**config.mk**
```make
export PLATFORM = sky130hd
export DESIGN_NAME = vga_draw_arbiter
export DESIGN_NICKNAME = d
export VERILOG_FILES = /design/src/rtl/vga_draw_arbiter.sv
export SDC_FILE = /design/constraint.sdc
export NUM_CORES = 1
export LEC_CHECK = 0
export ABC_AREA = 1
export CAP_MARGIN = 15
export CORE_MARGIN = 5
export CORE_UTILIZATION = 35
export DETAILED_ROUTE_END_ITERATION = 10
export PLACE_DENSITY = 0.86
export SKIP_LAST_GASP = 1
export SYNTH_ARGS = -nofsm -noshare
export SYNTH_HDL_FRONTEND = slang
export SYNTH_SLANG_ARGS = --single-unit
export TNS_END_PERCENT = 30
```
**constraint.sdc**
```tcl
create_clock -name Clock -period 1.7 [get_ports Clock]
set_input_delay 0.34 -clock Clock [delete_from_list [all_inputs] [get_ports Clock]]
set_output_delay 0.34 -clock Clock [all_outputs]
set_load 0.05 [all_outputs]
```
**src/rtl/vga_draw_arbiter.sv**
```systemverilog
// Request/grant arbiter sharing the VGA pixel-write port and background RAM address among the drawing engines.
// Define VGA_ARB_ROUND_ROBIN_EN for round-robin arbitration; otherwise fixed priority (index 0 highest).
module vga_draw_arbiter #(
   parameter int NUM_REQ  = 4,
   parameter int MAX_HOLD = 19200
) (
   input  logic                    Clock,
   input  logic                    resetn,
   input  logic [NUM_REQ-1:0]      req,
   input  logic [NUM_REQ-1:0]      done,
   input  logic [NUM_REQ-1:0]      wr_en_in,
   input  logic [9*NUM_REQ-1:0]    colour_in,
   input  logic [15*NUM_REQ-1:0]   coord_in,
   input  logic [15*NUM_REQ-1:0]   mem_add_in,
   output logic [NUM_REQ-1:0]      grant,
   output logic                    busy,
   output logic                    timeout,
   output logic [8:0]              colour,
   output logic [14:0]             coordinates,
   output logic                    VGA_write_enable,
   output logic [14:0]             mem_add
);

   typedef enum logic [1:0] {IDLE, GRANT, RELEASE} state_t;

   state_t               state, state_next;
   logic [NUM_REQ-1:0]   grant_next, mask, mask_next, eligible, winner;
   logic [14:0]          hold_cnt, hold_next;
   logic                 timeout_next, we_next;
   logic [8:0]           colour_next, owner_colour;
   logic [14:0]          coord_next, owner_coord;

   assign eligible = req & ~mask;
   assign busy     = (state == GRANT) || (state == RELEASE);

   // grant is one-hot or zero, so OR-ing the selected slices gives the owner's data (zero when idle)
   always_comb begin
      owner_colour = '0;
      owner_coord  = '0;
      mem_add      = '0;
      for (int i = 0; i < NUM_REQ; i++) begin
         if (grant[i]) begin
            owner_colour = owner_colour | colour_in[9*i +: 9];
            owner_coord  = owner_coord  | coord_in[15*i +: 15];
            mem_add      = mem_add      | mem_add_in[15*i +: 15];
         end
      end
   end

`ifdef VGA_ARB_ROUND_ROBIN_EN
   localparam int IW = (NUM_REQ > 1) ? $clog2(NUM_REQ) : 1;

   logic [IW-1:0] rr_ptr, rr_ptr_next, win_idx, cand;
   logic          found;

   // Search starts just after the last owner and wraps
   always_comb begin
      winner  = '0;
      win_idx = '0;
      cand    = '0;
      found   = 1'b0;
      for (int off = 0; off < NUM_REQ; off++) begin
         cand = IW'((int'(rr_ptr) + 1 + off) % NUM_REQ);
         if (!found && eligible[cand]) begin
            found       = 1'b1;
            win_idx     = cand;
            winner[cand] = 1'b1;
         end
      end
   end
`else
   assign winner = eligible & (~eligible + NUM_REQ'(1));
`endif

   always_comb begin
      state_next   = state;
      grant_next   = grant;
      hold_next    = hold_cnt;
      mask_next    = mask & req;
      timeout_next = 1'b0;
      we_next      = 1'b0;
      colour_next  = colour;
      coord_next   = coordinates;
`ifdef VGA_ARB_ROUND_ROBIN_EN
      rr_ptr_next  = rr_ptr;
`endif
      case (state)
         IDLE: begin
            grant_next  = '0;
            colour_next = '0;
            coord_next  = '0;
            if (|eligible) begin
               state_next = GRANT;
               grant_next = winner;
               hold_next  = '0;
`ifdef VGA_ARB_ROUND_ROBIN_EN
               rr_ptr_next = win_idx;
`endif
            end
         end
         GRANT: begin
            if (|(wr_en_in & grant)) begin
               we_next     = 1'b1;
               colour_next = owner_colour;
               coord_next  = owner_coord;
            end
            // A normal end of burst takes precedence over the hold limit
            if (|(grant & (done | ~req))) begin
               state_next = RELEASE;
               grant_next = '0;
            end else if (hold_cnt == 15'(MAX_HOLD - 1)) begin
               state_next   = RELEASE;
               grant_next   = '0;
               timeout_next = 1'b1;
               mask_next    = mask_next | grant;
            end else begin
               hold_next = hold_cnt + 15'd1;
            end
         end
         RELEASE: begin
            grant_next  = '0;
            colour_next = '0;
            coord_next  = '0;
            state_next  = IDLE;
         end
         default: begin
            state_next = IDLE;
            grant_next = '0;
         end
      endcase
   end

   always_ff @(posedge Clock) begin
      if (!resetn) begin
         state            <= IDLE;
         grant            <= '0;
         hold_cnt         <= '0;
         mask             <= '0;
         timeout          <= 1'b0;
         VGA_write_enable <= 1'b0;
         colour           <= '0;
         coordinates      <= '0;
`ifdef VGA_ARB_ROUND_ROBIN_EN
         rr_ptr           <= IW'(NUM_REQ - 1);
`endif
      end else begin
         state            <= state_next;
         grant            <= grant_next;
         hold_cnt         <= hold_next;
         mask             <= mask_next;
         timeout          <= timeout_next;
         VGA_write_enable <= we_next;
         colour           <= colour_next;
         coordinates      <= coord_next;
`ifdef VGA_ARB_ROUND_ROBIN_EN
         rr_ptr           <= rr_ptr_next;
`endif
      end
   end

endmodule

```
# Word level (Yosys, flattened, before mapping)
# Cells that the tools add are included.
dict set report word_totals {
  input_bits 170
  latch_bits 0
  ram_bits 0
  ff_bits 51
  romBits 0
  n_memories 0
}
dict set report classes {
  bitwise_logic 21
  reduce_logical 13
  add_sub_neg 2
  n_lt_le_gt_ge 0
  n_eq_ne 8
  n_shift 0
  n_mux 33
  multipliers 0
  div_mod_pow 0
}
# operator count
set op_table {}
lappend op_table {{$mux 15} 12}
lappend op_table {{$or 15x15->15} 6}
lappend op_table {{$pmux 15 s2} 2}
lappend op_table {{$mux 9} 5}
lappend op_table {{$or 9x9->9} 3}
lappend op_table {{$mux 4} 6}
lappend op_table {{$and 4x4->4} 5}
lappend op_table {{$pmux 9 s2} 1}
lappend op_table {{$add 15x1->15 const B} 1}
lappend op_table {{$eq 15x15->1 const B} 1}
lappend op_table {{$not 4->4} 3}
lappend op_table {{$reduce_or 4->1} 3}
lappend op_table {{$or 4x4->4} 2}
lappend op_table {{$pmux 4 s2} 1}
lappend op_table {{$mux 2} 3}
lappend op_table {{$ne 2x2->1 const B} 3}
lappend op_table {{$reduce_and 2->1} 3}
lappend op_table {{$reduce_or 6->1} 1}
lappend op_table {{$add 4x1->4 const B} 1}
lappend op_table {{$pmux 2 s2} 1}
lappend op_table {{$reduce_and 4->1} 1}
lappend op_table {{$reduce_bool 2->1} 2}
lappend op_table {{$ne 3x1->1 const B} 1}
lappend op_table {{$eq 2x1->1 const B} 1}
lappend op_table {{7 further kinds} 9}

# Depth between registers and ports, before layout
# Gate-level depths: netlist (run 1).
dict set report logic_depth {
  word_depth 9
  depth_mapped 11
  mapped_depth_nobuf 11
}

# Least setup slack after synthesis (run 1)
# OpenSTA, ideal clock, no wires.
dict set report synth_timing {
  path_type {register -> output}
  from {register grant[2]}
  to {output mem_add[10]}
  t_arrival_ps 1907
  n_path_buf 3
  stages_incl_launch_ff 6
  setup_slack_ps -547
  path_cell_list {dfxtp_1 > buf_2 > clkbuf_1 > clkbuf_1 > nand2_1 > nand4_1}
}
dict set report synth_between {
  elab_chain_len 3
}
# item line
set synth_lines {}
lappend synth_lines {{start: declaration} 15} ;# output logic [NUM_REQ-1:0] grant,
lappend synth_lines {{start signal: assignment} 148} ;# grant <= grant_next;
lappend synth_lines {{$mux 15 (*)} 42} ;# if (grant[i]) begin
lappend synth_lines {{$or 15x15->15} 45} ;# mem_add = mem_add | mem_add_in[15*i +: 15];
lappend synth_lines {{$mux 15 (*)} 42}
lappend synth_lines {{end: declaration} 21} ;# output logic [14:0] mem_add
# Mark *: on every way between the ends. The rest lies on a longest branch, timed or not.

# Final worst setup path (run 1)
dict set report layout_timing {
  from {register grant[0]}
  to {register colour[8]}
}
dict set report layout_between {
  elab_chain_len 9
}
# item line
set layout_lines {}
lappend layout_lines {{$mux 9} 42}
lappend layout_lines {{$or 9x9->9} 43} ;# owner_colour = owner_colour | colour_in[9*i +: 9];
lappend layout_lines {{$mux 9} 42}
lappend layout_lines {{$or 9x9->9} 43}
lappend layout_lines {{$mux 9} 42}
lappend layout_lines {{$or 9x9->9} 43}
lappend layout_lines {{$mux 9} 42}
lappend layout_lines {{$mux 9} 102} ;# if (|(wr_en_in & grant)) begin
lappend layout_lines {{$pmux 9 s2} 87} ;# case (state)
lappend layout_lines {{end signal: assignment} 153} ;# colour <= colour_next;
lappend layout_lines {{end: declaration} 18} ;# output logic [8:0] colour,
# Parallel ways exist; a longest one is shown, timed or not. The select of a mux whose other input is x is not followed.
# A chain may end at the register's enable or synchronous reset.

==> key figures, run 1 <==
Drt
  • Antenna viol nets, final: 0
  • DRC Markers: 0
  • Final wirelength: 16700 um
  • Iteration-0 DRC Markers: 466
  • Vias/cell: 5.30
  • Post-DR wirelength/cell: 18.0 um
  • Total number of vias: 4932
  • TritonRoute pass-1 iters: 5

Synthesis
  • Sequential area share after synthesis: 28.3%
  • Syn Nets: 742
  • Avg Cell Area, Syn: 6.35 um^2
  • FF+latch count, synth: 51
  • Warnings from Yosys: 0
  • Predominant post-synthesis flop cell: dfxtp_1
  • Synth Cell Area: 3610 um^2
  • Post-synth cell types: 28
  • Cell count after synthesis: 568
  • Asr flop ratio synth: 0%
  • Post-synth EDFFs: 0

Clocking
  • Root Buffer Master: clkbuf_8
  • CTS tree: done
  • CTS sink cnt: 51
  • CTS Buf Count: 5
  • Worst-skew pair later-pin latency: 0.31 ns
  • Clock-pin slew of the registers on the worst-case setup and hold paths: 0.10 ns
  • Number of H-tree levels: 2
  • Clk buf depth: 2

Die
  • Core area: 10200 um^2
  • Die area: 12400 um^2
  • Die H: 112 um
  • Initial Utilization: 35.4%
  • Top Ports: 216
  • Rows: 37
  • Die X: 112 um

Worst setup path
  • Most frequent CP cell: buf_4
  • CP Buf/Inv Count: 3
  • Critical setup path kind: reg2reg
  • Required time worst endpoint: 1.91 ns
  • CP Cell Sequence: buf_4 > buf_12 > a22o_1 > o21ai_0 > buf_4 > nand3_1 > nand2_1 > nor2_1
  • Critical path arrival: 1.95 ns
  • Slowest stage delay, CP: 0.40 ns
  • Critical path's slowest cell: o21ai_0
  • Worst-path maximum fanout: 19
  • Top delay family on crit path: compound AO/OA/AOI/OAI gates
  • Crit. End Element: flop
  • Worst setup SP type: flop

Status
  • Failing checks: negative setup slack
  • Status: finished with violations

Timing
  • Tmin final: 1.74 ns
  • Unrepaired setup endpoints after global routing: yes
  • Final setup viols: 1
  • Worst Tran Pin Value: 0.459 ns
  • Fin crit share: 102%
  • Worst setup margin: -0.0373 ns
  • Setup TNS: -0.0373 ns
  • Final Max Tran Viols: 0
  • Slew margin rel.: 69.1%
  • Final hold vios: 0
  • Clk_skew: 0.00822 ns
  • Max Freq: 576 MHz

Global routing
  • Grt ovf: 0
  • Number of global-route vias before repair: 4806
  • Largest net degree at the start of global routing: 49
  • Wire length of the first global-routing pass: 25900 um
  • GR Util All Layers: 25.5%
  • Initial antenna violation count: 0

Power
  • Worst vdd ir: 0.000898 V
  • Pwr per Cell Area: 1630 nW/um^2
  • Leak: 2.68 nW

Final layout
  • Synth-to-Final Area Change: 79.6%
  • Diodes inserted: 0
  • NumNets Final: 967
  • Share of cells above drive strength 1: 16.2%

Placed design
  • Placer congestion estimate: 0.951
  • Pre-CTS setup slack: -0.194 ns
  • HPWL after detailed placement: 12700 um
  • IO buf count: 215

Flow run
  • Maxcap violations: 0

Min path
  • Hold Crit Class: reg2reg
final cells by class:
cell class | instances | area [um^2]
inverters | 31 | 116
repair buffers | 261 | 2770
clock inverters | 3 | 20.0
flip-flops and latches | 51 | 1040
well taps | 136 | 170
multi-input cells | 443 | 2300
clock buffers | 5 | 68.8
fillers | 865 | 3700
final timing paths:
kind | from | to | slack (ns) | depth (start not counted)
min | mask[2]$_SDFF_PN0_ | mask[2]$_SDFF_PN0_ | 0.47 | 2
max | grant[0]$_SDFFE_PN0P_ | colour[8]$_SDFFE_PN0P_ | -0.04 | 8
max reg2reg | grant[0]$_SDFFE_PN0P_ | colour[8]$_SDFFE_PN0P_ | -0.04 | 8
min reg2reg | mask[2]$_SDFF_PN0_ | mask[2]$_SDFF_PN0_ | 0.47 | 2
cell families (layout without fill, tap and decap cells):
kind of cell,after synthesis,after routing,share of synthesized area (%)
AO/OA/AOI/OAI,128,128,23.7
XOR/XNOR,1,1,0.243
adder cells (fa/ha/maj),4,4,1.39
buffers and inverters,74,300,9.08
flip-flops,51,51,28.3
AND/OR/NAND/NOR,310,310,37.3
layer usage:
| metal | global-route usage [%] | vias to the layer above | share of wire (%) |
|---|---|---|---|
| met3 | 5.98 | 42 | 8.8 |
| met5 | 0 | - | 0 |
| met2 | 45.0 | 251 | 50 |
| met4 | 9.25 | 0 | 3.1 |
| li1 | - | 2373 | - |
| met1 | 30.2 | 2266 | 38 |
report_power, final:
part | leakage [nW] | switching, mW | total [mW] | internal, mW
Clock | 0.0418 | 0.431 | 0.719 | 0.288
Sequential | 0.420 | 0.186 | 1.65 | 1.46
Combinational | 2.22 | 4.66 | 8.19 | 3.53
flip-flops by register name (all words and copies together), names as in the netlist:
| name | flops |
|---|---|
| coordinates | 15 |
| hold_cnt | 15 |
| colour | 9 |
| grant | 4 |
| mask | 4 |
| state | 2 |
| VGA_write_enable | 1 |
| timeout | 1 |
Yosys cell counts, types with 4 or more instances:
master	number	area, um^2
buf_2	13	65.1
nor2_1	60	225
o21ai_0	32	160
ha_1	4	50.1
a21oi_1	40	200
clkbuf_1	23	86.3
nand2_1	160	601
nand2_2	4	25.0
inv_1	30	113
nand4_1	23	144
nand3_1	52	260
a22o_1	50	438
dfxtp_1	51	1020
through the flow:
stage | power [mW] | hold WS (ns) | instance area (um^2) | util, % | cells
2_1_floorplan | 6.36 | 0.436 | 3720 | - | 568
3_3_place_gp | 9.19 | 0.445 | 6200 | 60.8 | 908
3_5_place_dp | 9.35 | 0.455 | 6200 | 60.8 | 908
4_1_cts | 10.3 | 0.470 | 6380 | 62.7 | 927
5_1_grt | 11.1 | 0.494 | 6480 | 63.6 | 930
6_report | 10.6 | 0.470 | 6480 | 63.6 | 930
worst register-to-register path, cell delays in order (launching register included):
cell     delay, ns
dfxtp_4       0.37
buf_4         0.17
buf_12        0.16
a22o_1        0.19
o21ai_0       0.40
buf_4         0.19
nand3_1       0.06
nand2_1       0.07
nor2_1        0.04
timing repair:
action,CTS,global route
pin swaps,1,5
gates resized for setup,0,17
hold buffers,0,0
endpoints found under the hold margin,0,0
buffers inserted,11,2
endpoints found under the setup margin,15,37
gates cloned,0,1
cells in the final DEF (no fill, tap or decap), types with 4 or more instances in the layout:
cell	Yosys	layout
clkdlybuf4s50_1	0	169
nand2_1	160	157
buf_4	3	59
nor2_1	60	57
nand3_1	52	51
a22o_1	50	50
dfxtp_1	51	46
a21oi_1	40	40
o21ai_0	32	31
inv_1	30	30
buf_12	0	28
nand4_1	23	23
nand2_2	4	7
clkbuf_8	0	5
nor2_2	3	4
dfxtp_4	0	4
buf_6	3	4
Note: power is estimated with default switching activity, not from simulation.
==> inputs of run 2 (changes only) <==
TNS_END_PERCENT = 5   (was 30)
==> key figures, run 2 (synthesized netlist as in run 1, its figures left out) <==
Worst setup path
  • Critical setup path kind: reg2reg (unchanged)
  • Crit Reg-Reg Startpoint: grant[0]$_SDFFE_PN0P_ (unchanged)
  • Cell count of the worst reg-to-reg path: 8 (unchanged)
  • Critical path's slowest cell: o21ai_0 (unchanged)
  • Setup slack, reg-to-reg: -0.05 ns (was -0.04 ns)
  • Required time worst endpoint: 1.91 ns (about the same)
  • Top delay family on crit path: compound AO/OA/AOI/OAI gates (unchanged)
  • CP Capture Point: colour[8]$_SDFFE_PN0P_ (unchanged)
  • Worst path depth: 8 (unchanged)
  • Critical path arrival: 1.97 ns (was 1.95 ns)
  • Capturing point of the worst reg2reg path: colour[8]$_SDFFE_PN0P_ (unchanged)
  • CP Cell Sequence: buf_4 > buf_12 > a22o_1 > o21ai_0 > buf_4 > nand3_1 > nand2_1 > nor2_1 (unchanged)
  • Slowest stage delay, CP: 0.41 ns (was 0.40 ns)
  • Worst setup SP type: flop (unchanged)
  • Most frequent CP cell: buf_4 (unchanged)
  • CP startpoint: grant[0]$_SDFFE_PN0P_ (unchanged)
  • Crit. End Element: flop (unchanged)
  • Worst-path maximum fanout: 19 (unchanged)
  • CP Buf/Inv Count: 3 (unchanged)

Die
  • Rows: 37 (unchanged)
  • Die H: 112 um (unchanged)
  • Die X: 112 um (unchanged)
  • Core area: 10200 um^2 (unchanged)
  • Initial Utilization: 35.4% (unchanged)
  • Top Ports: 216 (unchanged)
  • Die area: 12400 um^2 (unchanged)

Timing
  • Clk_skew: 0.00532 ns (was 0.00822 ns)
  • Fin crit share: 103% (was 102%)
  • Worst Tran Pin Value: 0.480 ns (was 0.459 ns)
  • Tmin final: 1.75 ns (was 1.74 ns)
  • Final hold slack: 0.467 ns (was 0.470 ns)
  • Final Max Tran Viols: 0 (unchanged)
  • Max Freq: 570 MHz (was 576 MHz)
  • Unrepaired setup endpoints after global routing: yes (unchanged)
  • Setup TNS: -0.0912 ns (was -0.0373 ns)
  • Slew margin rel.: 67.7% (was 69.1%)
  • Worst setup margin: -0.0548 ns (was -0.0373 ns)
  • Final setup viols: 2 (was 1)
  • Final hold vios: 0 (unchanged)

Clocking
  • Worst-skew pair later-pin latency: 0.31 ns (about the same)
  • CTS Buf Count: 5 (unchanged)
  • Hold buffers post-CTS: 0 (unchanged)
  • Number of H-tree levels: 2 (unchanged)
  • CTS tree: done (unchanged)
  • Clk buf depth: 2 (unchanged)
  • Root Buffer Master: clkbuf_8 (unchanged)
  • CTS sink cnt: 51 (unchanged)
  • Clock-pin slew of the registers on the worst-case setup and hold paths: 0.10 ns (about the same)

Status
  • Failing checks: negative setup slack (unchanged)
  • Status: finished with violations (unchanged)

Final layout
  • Share of cells above drive strength 1: 14.9% (was 16.2%)
  • Largest regs: coordinates: 15 flops, hold_cnt: 15 flops, colour: 9 flops (unchanged)
  • Commonest non-fill, non-tap cells in the layout: clkdlybuf4s50_1 (169), nand2_1 (160), nor2_1 (60) (was clkdlybuf4s50_1 (169), nand2_1 (157), buf_4 (59))
  • Commonest non-fill, non-tap cell in the layout: clkdlybuf4s50_1 (unchanged)
  • # fillers: 890 (was 865)
  • Synth-to-Final Area Change: 77.0% (was 79.6%)
  • NumNets Final: 963 (was 967)
  • Diodes inserted: 0 (unchanged)

Power
  • Pwr per Cell Area: 1610 nW/um^2 (was 1630 nW/um^2)
  • Worst vdd ir: 0.000896 V (was 0.000898 V)
  • Leak: 2.65 nW (was 2.68 nW)
  • Total power: 10.3 mW (was 10.6 mW)

Global routing
  • GR Util All Layers: 25.5% (about the same)
  • Grt ovf: 0 (unchanged)
  • Largest net degree at the start of global routing: 49 (unchanged)
  • Initial antenna violation count: 0 (unchanged)
  • Number of global-route vias before repair: 4800 (was 4806)
  • Wire length of the first global-routing pass: 25900 um (about the same)

Drt
  • Antenna viol nets, final: 0 (unchanged)
  • Final wirelength: 16500 um (was 16700 um)
  • Iteration-0 DRC Markers: 419 (was 466)
  • Total number of vias: 4890 (was 4932)
  • Vias/cell: 5.28 (was 5.30)
  • TritonRoute pass-1 iters: 5 (unchanged)
  • DRC Markers: 0 (unchanged)
  • Post-DR wirelength/cell: 17.8 um (was 18.0 um)

Placed design
  • HPWL after detailed placement: 12700 um (unchanged)
  • Placer congestion estimate: 0.951 (unchanged)
  • IO buf count: 215 (unchanged)

Min path
  • Hold Crit Class: reg2reg (unchanged)

Flow run
  • Maxcap violations: 0 (unchanged)
==> run 2: cell types whose count changed in the layout (fill, tap and decap cells not counted), moves of 2 or more <==
cell     delta
nand2_2     -3
nand2_1     +3
nor2_2      -2
nor2_1      +3
==> run 2: worst min-delay path by stage <==
stage / start / endpoint / slack [ns] / cells past startpoint
6_report: mask[2]$_SDFF_PN0_ / mask[2]$_SDFF_PN0_ / 0.47 / 2
5_1_grt: mask[2]$_SDFF_PN0_ / mask[2]$_SDFF_PN0_ / 0.49 / 2
4_1_cts: mask[2]$_SDFF_PN0_ / mask[2]$_SDFF_PN0_ / 0.47 / 2
3_5_place_dp: mask[2]$_SDFF_PN0_ / mask[2]$_SDFF_PN0_ / 0.46 / 2
3_3_place_gp: mask[2]$_SDFF_PN0_ / mask[2]$_SDFF_PN0_ / 0.45 / 2
2_1_floorplan: mask[2]$_SDFF_PN0_ / mask[2]$_SDFF_PN0_ / 0.44 / 2
==> run 2: cell type report <==
| cell class | count | area (um^2) | area share [%] |
|---|---|---|---|
| Clock buffer | 5 | 68.8 | 1.08 |
| Clock inverter | 3 | 20.0 | 0.313 |
| Inverter | 31 | 116 | 1.82 |
| Multi-Input combinational cell | 443 | 2270 | 35.6 |
| Sequential cell | 51 | 1040 | 16.2 |
| Tap cell | 136 | 170 | 2.66 |
| Timing Repair Buffer | 257 | 2700 | 42.3 |
==> run 2: power by group <==
part | total (mW) | leakage (nW) | switching [mW] | internal, mW
Clock | 0.714 | 0.0418 | 0.427 | 0.288
Combinational | 7.92 | 2.19 | 4.55 | 3.37
Sequential | 1.67 | 0.420 | 0.206 | 1.46
==> run 2: repair_timing <==
item	4_1_cts	5_1_grt
setup buffers	10	0
endpoints found under the setup margin	15	54
gates resized for setup	0	6
==> run 2: per-stage QoR <==
step                cells  instance area (um^2)  utilization, %  worst slack, ns
detailed placement    908                  6200            60.8           -0.194
floorplan             568                  3720               -         0.000255
finish                926                  6390            62.7          -0.0548
global placement      908                  6200            60.8           -0.142
global route          926                  6390            62.7           -0.105
CTS                   926                  6360            62.5          -0.0320
==> run 2: worst min-delay path: cells and delay by family (launching register included) <==
kind               cells  cell delay [ns]
DFF                    1             0.32
AOI/OAI and AO/OA      1             0.06
and+or+nand+nor        1             0.05
==> run 2: routing by layer <==
| metal | vias to the layer above | share of wire, % | global-route usage [%] |
|---|---|---|---|
| met4 | 0 | 2.9 | 9.33 |
| met5 | - | 0 | 0 |
| li1 | 2364 | - | - |
| met2 | 222 | 50 | 44.9 |
| met3 | 38 | 7.4 | 6.03 |
| met1 | 2266 | 39 | 30.1 |
==> inputs of run 3 (changes only) <==
CORE_UTILIZATION = 41   (was 35)
PLACE_DENSITY = 0.94   (was 0.86)
clock period = 2.1 ns   (was 1.7 ns; I/O delays follow)
==> key figures, run 3 (synthesized netlist as in run 1, its figures left out) <==
Timing
  • Max Freq: 505 MHz
  • Tmin final: 1.98 ns
  • Final Max Tran Viols: 0 (unchanged)
  • Worst setup margin: 0.118 ns (was -0.0548 ns)
  • Clk_skew: 0.00272 ns (was 0.00532 ns)
  • Final hold slack: 0.462 ns (was 0.467 ns)
  • Final setup viols: 0 (was 2)
  • Worst Tran Pin Value: 0.616 ns (was 0.480 ns)
  • Final hold vios: 0 (unchanged)
  • Unrepaired setup endpoints after global routing: no (was yes)
  • Fin crit share: 94.4%
  • Setup TNS: 0 ns (was -0.0912 ns)
  • Slew margin rel.: 58.9% (was 67.7%)

Placed design
  • Placer congestion estimate: 0.934 (was 0.951)
  • Pre-CTS setup slack: 0.0257 ns (was -0.194 ns)
  • IO buf count: 215 (unchanged)
  • Post-place instance area: 6070 um^2 (was 6200 um^2)
  • HPWL after detailed placement: 12200 um (was 12700 um)

Clocking
  • Worst-skew pair later-pin latency: 0.30 ns (was 0.31 ns)
  • Clk buf depth: 2 (unchanged)
  • Post-CTS setup buffer count: 0 (was 10)
  • CTS sink cnt: 51 (unchanged)
  • Hold buffers post-CTS: 0 (unchanged)
  • Post-cts sizing count: 0 (unchanged)
  • CTS tree: done (unchanged)
  • CTS Buf Count: 5 (unchanged)
  • Clock-pin slew of the registers on the worst-case setup and hold paths: 0.09 ns (was 0.10 ns)
  • Number of H-tree levels: 2 (unchanged)
  • Root Buffer Master: clkbuf_8 (unchanged)

Worst setup path
  • Worst-path maximum fanout: 25 (was 19)
  • Critical path's slowest cell: dfxtp_2 (was o21ai_0)
  • Required time worst endpoint: 1.68 ns (was 1.91 ns)
  • Critical setup path kind: reg2out (was reg2reg)
  • Worst setup SP type: flop (unchanged)
  • Critical path arrival: 1.56 ns (was 1.97 ns)
  • Crit. End Element: output pin (was flop)
  • Slowest stage delay, CP: 0.73 ns (was 0.41 ns)
  • CP Cell Sequence: nand2_1 > nand4_1 > buf_12 (was buf_4 > buf_12 > a22o_1 > o21ai_0 > buf_4 > nand3_1 > nand2_1 > nor2_1)

Final layout
  • Commonest non-fill, non-tap cell in the layout: clkdlybuf4s50_1 (unchanged)
  • Final Cell Area: 6170 um^2 (was 6390 um^2)
  • Multi-input gate area: 2260 um^2 (was 2270 um^2)
  • NumNets Final: 940 (was 963)
  • Largest regs: coordinates: 15 flops, hold_cnt: 15 flops, colour: 9 flops (unchanged)
  • Synth-to-Final Area Change: 71.0% (was 77.0%)
  • Commonest non-fill, non-tap cells in the layout: clkdlybuf4s50_1 (194), nand2_1 (160), nor2_1 (60) (was clkdlybuf4s50_1 (169), nand2_1 (160), nor2_1 (60))
  • Share of cells above drive strength 1: 8.62% (was 14.9%)
  • Diodes inserted: 0 (unchanged)
  • # fillers: 652 (was 890)
  • Register area: 1030 um^2 (was 1040 um^2)

Drt
  • TritonRoute pass-1 iters: 7 (was 5)
  • Highest metal used: met4 (unchanged)
  • Final wirelength: 15500 um (was 16500 um)
  • Vias/cell: 5.53 (was 5.28)
  • M1 wire length: 5730 um (was 6500 um)
  • Iteration-0 DRC Markers: 347 (was 419)
  • Antenna viol nets, final: 0 (unchanged)
  • DR WL met2: 7860 um (was 8270 um)
  • DRC Markers: 0 (unchanged)
  • Met3 wire len: 1340 um (was 1220 um)
  • Total number of vias: 4834 (was 4890)
  • Post-DR wirelength/cell: 17.7 um (was 17.8 um)

Power
  • Pwr per Cell Area: 1300 nW/um^2 (was 1610 nW/um^2)
  • Leak: 2.48 nW (was 2.65 nW)
  • Total power: 8.02 mW (was 10.3 mW)
  • Worst vdd ir: 0.000888 V (was 0.000896 V)

Die
  • Top Ports: 216 (unchanged)
  • Die X: 104 um (was 112 um)
  • Die H: 104 um (was 112 um)
  • Rows: 34 (was 37)
  • Core area: 8640 um^2 (was 10200 um^2)
  • Initial Utilization: 41.8% (was 35.4%)
  • Die area: 10800 um^2 (was 12400 um^2)

Global routing
  • GR Util All Layers: 27.4% (was 25.5%)
  • Initial antenna violation count: 0 (unchanged)
  • Wire length of the first global-routing pass: 24500 um (was 25900 um)
  • Number of global-route vias before repair: 4608 (was 4800)
  • Largest net degree at the start of global routing: 49 (unchanged)
  • Grt ovf: 0 (unchanged)

Flow run
  • Maxcap violations: 0 (unchanged)

Min path
  • Hold Crit Class: reg2reg (unchanged)

Status
  • Status: completed (was finished with violations)
## run 3: changes by cell type in the layout (fill, tap and decap cells not counted), sizes merged
cell | previous run | this run
clkbuf | 5 | 6
bufinv | 0 | 1
buf | 88 | 40
clkdlybuf4s50 | 169 | 194
clkinv | 2 | 0
clkinvlp | 1 | 0
## run 3: final timing paths
check | start | to | slack, ns | cells past startpoint
worst max-delay path | grant[0]$_SDFFE_PN0P_ | mem_add[4] | 0.12 | 3
worst max register to register | state[0]$_SDFFE_PN0P_ | colour[1]$_SDFFE_PN0P_ | 0.37 | 8
worst min register to register | mask[2]$_SDFF_PN0_ | mask[2]$_SDFF_PN0_ | 0.46 | 2
worst min-delay path | mask[2]$_SDFF_PN0_ | mask[2]$_SDFF_PN0_ | 0.46 | 2
## run 3: metrics by stage
step           utilization [%]  instances
2_1_floorplan                -        568
3_3_place_gp              70.3        867
3_5_place_dp              70.3        867
4_1_cts                   71.4        874
5_1_grt                   71.4        874
6_report                  71.4        874
## run 3: cell type report
cell class / count / area share (%)
multi-input combinational: 443 / 36.6
timing repair buffer: 234 / 41.0
sequential: 51 / 16.6
tap: 108 / 2.19
clock inverter: 1 / 0.487
inverter: 31 / 1.89
clock buffer: 6 / 1.18
## run 3: critical path, delay by kind of cell, from the launching register on
family / cells / cell delay (ns)
buffers and inverters: 1 / 0.18
DFF: 1 / 0.73
and+or+nand+nor: 2 / 0.34
## run 3: layer usage
layer | up-vias | track usage [%]
met5 | - | 0
met1 | 2201 | 31.2
met3 | 47 | 7.28
met2 | 269 | 48.5
li1 | 2317 | -
met4 | 0 | 10.5
## run 3: report_power, final
part / leakage (nW) / switching [mW] / internal, mW
combinational: 2.02 / 3.39 / 2.48
clock: 0.0513 / 0.311 / 0.350
sequential: 0.418 / 0.319 / 1.17
